[src/rtl/cla_pkg.sv]
// Shared definitions for the byte-serial carry-lookahead adder.
package cla_pkg;
  localparam int unsigned BYTE_W = 8;
  localparam int unsigned IDX_W  = 3;

  typedef enum logic [1:0] {
    IDLE,
    RUN,
    DONE
  } state_t;
endpackage

[src/rtl/cla_behavioral.sv]
// 8-bit carry-lookahead slice: every carry is a flat generate/propagate product term.
module cla_behavioral
  import cla_pkg::*;
(
  output logic [BYTE_W-1:0] sum,
  output logic              cout,
  input  logic [BYTE_W-1:0] a,
  input  logic [BYTE_W-1:0] b,
  input  logic              cin
);

  logic [BYTE_W-1:0] g;
  logic [BYTE_W-1:0] p;
  logic [BYTE_W:0]   c;
  logic              acc;
  logic              prod;

  assign g = a & b;
  assign p = a ^ b;

  always_comb begin
    c    = '0;
    acc  = 1'b0;
    prod = 1'b0;
    c[0] = cin;
    for (int unsigned i = 0; i < BYTE_W; i++) begin
      acc  = g[i];
      prod = p[i];
      for (int unsigned k = 0; k < i; k++) begin
        acc  = acc | (prod & g[i-1-k]);
        prod = prod & p[i-1-k];
      end
      c[i+1] = acc | (prod & cin);
    end
  end

  assign sum  = p ^ c[BYTE_W-1:0];
  assign cout = c[BYTE_W];

endmodule

[src/rtl/cla_seq_adder.sv]
// Byte-serial add/subtract: one shared CLA slice processes a byte per RUN cycle.
module cla_seq_adder
  import cla_pkg::*;
#(
  parameter int unsigned NBYTES = 4
) (
  input  logic                    clk,
  input  logic                    rst,
  input  logic                    in_valid,
  output logic                    in_ready,
  input  logic [8*NBYTES-1:0]     a,
  input  logic [8*NBYTES-1:0]     b,
  input  logic                    cin,
  input  logic                    sub,
  output logic                    out_valid,
  input  logic                    out_ready,
  output logic [8*NBYTES-1:0]     sum,
  output logic                    cout,
  output logic                    ovf
);

  localparam int unsigned W = 8 * NBYTES;
  localparam logic [IDX_W-1:0] LAST_IDX = IDX_W'(NBYTES - 1);

  state_t           state_q, state_d;
  logic [W-1:0]     a_q, a_d;
  logic [W-1:0]     b_q, b_d;
  logic [W-1:0]     sum_q, sum_d;
  logic             carry_q, carry_d;
  logic [IDX_W-1:0] idx_q, idx_d;
  logic             cout_q, cout_d;
  logic             ovf_q, ovf_d;

  logic [BYTE_W-1:0] slice_a;
  logic [BYTE_W-1:0] slice_b;
  logic [BYTE_W-1:0] slice_sum;
  logic              slice_cout;

  assign slice_a = a_q[idx_q*BYTE_W +: BYTE_W];
  assign slice_b = b_q[idx_q*BYTE_W +: BYTE_W];

  cla_behavioral u_slice (
    .sum  (slice_sum),
    .cout (slice_cout),
    .a    (slice_a),
    .b    (slice_b),
    .cin  (carry_q)
  );

  always_comb begin
    state_d = state_q;
    a_d     = a_q;
    b_d     = b_q;
    sum_d   = sum_q;
    carry_d = carry_q;
    idx_d   = idx_q;
    cout_d  = cout_q;
    ovf_d   = ovf_q;
    unique case (state_q)
      IDLE: begin
        if (in_valid) begin
          a_d     = a;
          b_d     = sub ? ~b : b;
          carry_d = sub ? 1'b1 : cin;
          idx_d   = '0;
          sum_d   = '0;
          state_d = RUN;
        end
      end
      RUN: begin
        sum_d[idx_q*BYTE_W +: BYTE_W] = slice_sum;
        carry_d = slice_cout;
        if (idx_q == LAST_IDX) begin
          cout_d  = slice_cout;
          // Overflow: operand signs agree but the result sign differs.
          ovf_d   = (a_q[W-1] == b_q[W-1]) && (slice_sum[BYTE_W-1] != a_q[W-1]);
          state_d = DONE;
        end else begin
          idx_d = idx_q + 1'b1;
        end
      end
      DONE: begin
        if (out_ready) begin
          state_d = IDLE;
        end
      end
      default: state_d = IDLE;
    endcase
  end

  always_ff @(posedge clk) begin
    if (rst) begin
      state_q <= IDLE;
      a_q     <= '0;
      b_q     <= '0;
      sum_q   <= '0;
      carry_q <= 1'b0;
      idx_q   <= '0;
      cout_q  <= 1'b0;
      ovf_q   <= 1'b0;
    end else begin
      state_q <= state_d;
      a_q     <= a_d;
      b_q     <= b_d;
      sum_q   <= sum_d;
      carry_q <= carry_d;
      idx_q   <= idx_d;
      cout_q  <= cout_d;
      ovf_q   <= ovf_d;
    end
  end

  assign in_ready  = (state_q == IDLE);
  assign out_valid = (state_q == DONE);
  assign sum       = sum_q;
  assign cout      = cout_q;
  assign ovf       = ovf_q;

endmodule

[config.mk]
export PLATFORM = sky130hd
export DESIGN_NAME = cla_seq_adder
export DESIGN_NICKNAME = d
export VERILOG_FILES = /design/src/rtl/cla_pkg.sv /design/src/rtl/cla_behavioral.sv /design/src/rtl/cla_seq_adder.sv
export SDC_FILE = /design/constraint.sdc
export NUM_CORES = 1
export LEC_CHECK = 0
export CORE_ASPECT_RATIO = 1.25
export CORE_UTILIZATION = 44
export CTS_CLUSTER_DIAMETER = 60
export DETAILED_ROUTE_END_ITERATION = 6
export GPL_ROUTABILITY_DRIVEN = 0
export PLACE_DENSITY_LB_ADDON = 0.2
export SYNTH_ARGS = -nofsm -noshare
export SYNTH_HDL_FRONTEND = slang
export SYNTH_SLANG_ARGS = --single-unit
[constraint.sdc]
create_clock -name clk -period 4.5 [get_ports clk]
set_input_delay 0.9 -clock clk [delete_from_list [all_inputs] [get_ports clk]]
set_output_delay 0.9 -clock clk [all_outputs]
set_load 0.02 [all_outputs]
* Yosys cells after proc, flatten, opt, wreduce, memory -nomap -nowiden
Cells that the tools add are included.
** Storage, ports and cells
- Register bits :: 104
- Output and inout port bits :: 36
** Cells by class
- Eq/ne operators :: 9
- Reduce and logical (&&, ||, !) cells :: 8
- Bitwise gates (word level) :: 104
- Shifts and indexed selects :: 4
- Mux-type cells :: 14
- Add/subtract/negate cells :: 2
** Operators with widths (count)
- $and 1x1->1 :: 64
- $mux 32 :: 2
- $pmux 32 s2 :: 1
- $shiftx 32x7->8 :: 2
- $or 1x1->1 :: 36
- $neg 6->34 :: 1
- $shift 8x34->32 const A :: 1
- $shiftx 8x34->32 :: 1
- $bwmux 32 :: 1
- $not 32->32 :: 1
- $xor 8x8->8 :: 2
- $and 8x8->8 :: 1
- $mux 2 :: 3
- $mux 3 :: 2
- $ne 2x2->1 const B :: 3
- $pmux 2 s3 :: 1
- $pmux 3 s2 :: 1
- $reduce_and 2->1 :: 3
- $reduce_and 3->1 :: 2
- $add 3x1->3 const B :: 1
- $eq 3x2->1 const B :: 1
- $eq 2x1->1 const B :: 1
- $eq 2x2->1 const B :: 1
- $logic_not 2->1 :: 1
- other kinds (7) :: 8

* Longest topological paths before layout
- Word-level depth :: 14
- Gate-level depth with buffers :: 13
- Gate-level depth less buffers :: 9

* By module
A second synthesis with hierarchy kept.
** Unflattened totals
- Cells, all modules :: 527
- Area, all modules :: 4993.5 µm²
** Modules (own cells, without submodules)
- cla_seq_adder :: area each 4660.7 µm², cells an instance 486, times used 1
- cla_behavioral :: area each 332.8 µm², cells an instance 41, times used 1

* Least setup slack after synthesis
No wires, ideal clock.
- Path type :: reg-to-reg
- From :: register idx_q[0]
- To :: register ovf_q (netlist: ovf)
- Period minus slack after synthesis :: 3968 ps
- Stages on the path, launching flop included :: 14
- Data arrival time :: 3880 ps
- Path slack :: 532 ps
- Setup time :: 88 ps
- Path through :: dfxtp_1 -> buf_6 -> clkbuf_1 -> mux4_2 -> and2_1 -> ha_1 -> a21o_1 -> and4_1 -> clkbuf_1 -> o311a_1 -> or4b_1 -> buf_2 -> a31o_1 -> a311oi_2
** Between the ends
- Cells in the longest elaborated chain, start to end :: 13
- Elaborated cells on any way between the ends :: 29
** Ends and longest elaborated chain
- from (decl) :: line cla_seq_adder.sv:30 : logic [IDX_W-1:0] idx_q, idx_d;
- from (signal assigned) :: line cla_seq_adder.sv:107 : idx_q <= idx_d;
- $shiftx 32x7->8, on equally long branches :: line cla_seq_adder.sv:39, cla_seq_adder.sv:40
- $xor 8x8->8 / $and 8x8->8 (equally long branches) :: line cla_behavioral.sv:19, cla_behavioral.sv:18
- $and 1x1->1, on equally long branches :: line cla_behavioral.sv:30, cla_behavioral.sv:31
- $or 1x1->1 (tied with other cells) (5 in series) :: line cla_behavioral.sv:30 : acc = acc | (prod & g[i-1-k]);
- $or 1x1->1 / $and 1x1->1 (equally long branches) :: line cla_behavioral.sv:30, cla_behavioral.sv:33
- $or 1x1->1 :: line cla_behavioral.sv:33 : c[i+1] = acc | (prod & cin);
- $xor 8x8->8 :: line cla_behavioral.sv:37 : assign sum = p ^ c[BYTE_W-1:0];
- $ne 1x1->1 :: line cla_seq_adder.sv:76 : ovf_d = (a_q[W-1] == b_q[W-1]) && (slice_sum[BYTE_W-1] != a_q[W-1]);
- $logic_and 1x1->1 :: line cla_seq_adder.sv:76
- to (signal assigned) :: line cla_seq_adder.sv:109 : ovf_q <= ovf_d;
- to (decl) :: line cla_seq_adder.sv:32 : logic ovf_q, ovf_d;
Several ways; a longest one is shown, not always the timed one.
A chain may end at the register's enable or synchronous reset.

* Worst setup path after layout
Same ends and word-level chain as after synthesis.

==> results.cfg <==
[run_status]
status = finished clean

[placement]
pre_cts_ws_ns = 0.634
io_buffer_count = 105
post-dp-hpwl_um = 8460
placed_cell_area_um2 = 5970
dpl.cell_count = 761

[die]
die_area_um2 = 11600
die_h_um = 120
std_cell_rows = 42
core_region_area_um2 = 10700
io_pins = 106
start_util_pct = 45.7
die_w_um = 96.4

[global_route]
grt_use_total_pct = 21.4
grt_first_pass_wirelength_um = 19200
grt_pass1_vias = 4085
gr-total-overflow = 0
grt_start_max_net_pins = 106
antenna_found_initial = 0

[synth]
synth_largest_area_cell = dfxtp_1
postSynthCellCount = 565
ys_warn_count = 0
synth_cell_type_count = 44
async_flop_share_pct = 0
synth.most_common_cell = dfxtp_1
synth_nets = 647
synth_seq_cells = 104
yosysSeqAreaShare_pct = 42.5
synth_edf_count = 0
synth.cell_area_um2 = 4900
post_synth.cell_area_avg_um2 = 8.68
synth_ff_type = dfxtp_1
synth_area_leaders = dfxtp_1, mux4_2, xnor2_1, a21oi_1, nand2_1
synth_top_cell_area_share_pct = 42.5
synthTopCellsByCount = dfxtp_1, nand2_1, a21oi_1

[setup_path]
crit_chain = buf_4 > mux4_2 > and2_1 > ha_1 > a21o_1 > and4_1 > o311a_1 > or4b_1 > a31o_1 > a311oi_2
worstPathArrival_ns = 4.16
crit_type = register to register
cp_slowest_stage_delay_ns = 0.60
regToRegEndpoint = ovf
end_kind = register
cp.required_ns = 4.75
crit_fanout = 20
cp.depth = 10
regToRegStartpoint = idx_q[0]
r2r_cells = 10
reg2reg_slack_ns = 0.58
cp-start-kind = register
path_delay_family = simple AND/OR/NAND/NOR gates
critPathBufInv = 1
critPathSlowestCell = or4b_1

[power]
p_leak_nw = 2.23
p_int_mw = 1.57
p_per_area_nw_per_um2 = 341
clkPwrFrac_pct = 36.2
ir_drop_uv = 237
seqPwrFrac_pct = 46.7
finalPower_mw = 2.14
sw_frac_of_total_pct = 26.5
p_comb_share_pct = 17.1
p_sw_mw = 0.566

[sta]
worst_slew_pin_slew_ns = 1.08
fin_hold_ws_ns = 0.457
finalSetupViolations = 0
max_freq_mhz = 255
skew_ns = 0.00694
finalCriticalPeriod_ns = 3.92
fin_crit_sh_pct = 87.0
finalHoldViolCount = 0
rsz0062_at_grt = false
layout_setup_ws_ns = 0.584
relSlewSlack_pct = 27.9
final.setup.tns_ns = 0
slew_violations = 0

[clock_network]
clock_path_buffers = 2
clk_pin_slew_worst_paths_ns = 0.07
post_cts_buffers = 0
cts_resized = 0
cts_made_buffers = 9
ctsHoldBuffers = 0
htreeDepth = 3
clock_sinks = 104
cts_tree = done
cts-root-buf = clkbuf_16
clk_latency_ns = 0.34

[detailed_routing]
drt_iter0_markers = 157
viasPerCell = 5.41
ant_nets = 0
wl_um = 11500
detail_route.wl_per_cell_um = 14.9
vias = 4200
drc = 0
first_pass_iters = 5

[finish]
diodes = 0
utilization_pct = 58.5
final_cell_area_um2 = 6270
nets = 722
stdcell_count = 777
syn_to_final_growth_pct = 27.9
drive_gt1_share_pct = 6.36

[worst_hold_path]
hold_start = a_q[23]
whs_endpoint = a_q[23]
holdCritPathClass = register to register
hold_path_depth = 2

[run]
drv_cap = 0
-- cell type report --
cell class | instances | area [um2]
Fill cell | 1007 | 4450
Multi-Input combinational cell | 411 | 2630
Sequential cell | 104 | 2080
Timing Repair Buffer | 109 | 1070
Clock buffer | 12 | 267
Tap cell | 132 | 165
Clock inverter | 4 | 35.0
Inverter | 5 | 18.8
-- routing by layer --
layer | GRT usage [%] | wire [um] | vias up
met3 | 3.93 | 379 | 19
met5 | 0 | 0 | -
li1 | - | - | 2134
met4 | 9.19 | 295 | 0
met2 | 37.4 | 5980 | 89
met1 | 25.2 | 4880 | 1958
-- cell families (layout without fill, tap and decap cells) --
logic type                 count (synthesis)  in the layout  share of synthesized area (%)
buffers and inverters                     50            130                           4.01
xor gates and xnor gates                  38             38                           6.79
adders and majority gates                 12             12                           3.22
and+or+nand+nor                          216            216                           19.7
muxes                                     16             16                           7.35
AOI/OAI and AO/OA                        129            129                           16.4
DFF                                      104            104                           42.5
-- worst register-to-register path, cell delays in order, from the launching register on --
cell and delay, ns:
dfxtp_1 0.46, buf_4 0.39, mux4_2 0.56, and2_1 0.20, ha_1 0.29, a21o_1 0.19
and4_1 0.27, o311a_1 0.37, or4b_1 0.60, a31o_1 0.28, a311oi_2 0.23
-- layout by cell type, fill, tap and decap left out, types with 15 or more instances in the layout --
cell type        count
dfxtp_1            104
clkdlybuf4s50_1    103
nand2_1             80
a21oi_1             62
nor2_1              61
xnor2_1             38
a211oi_1            33
nand3_1             30
mux4_2              16
and2_1              15
-- power by group through the flow --
stage / Sequential [mW] / Clock (mW) / Combinational [mW]
global placement: 1.02 / 0 / 0.357
global route: 1.00 / 0.831 / 0.403
floorplan: 1.01 / 0 / 0.240
detailed placement: 1.02 / 0 / 0.366
CTS: 0.998 / 0.783 / 0.367
finish: 0.998 / 0.772 / 0.365
-- worst max path at each step --
stage | start | end | slack, ns
floorplan | idx_q[0] | ovf | 0.53
global placement | idx_q[0] | ovf | 0.78
detailed placement | idx_q[0] | ovf | 0.63
CTS | idx_q[0] | ovf | 0.59
global route | idx_q[0] | ovf | 0.41
finish | idx_q[0] | ovf | 0.58
-- sequential cells by signal (all words and copies together) (netlist names) --
signal   flops
a_q         32
b_q         32
carry_q      1
cout         1
idx_q        3
ovf          1
state_q      2
sum         32
Power figures use the tool's default switching activity.
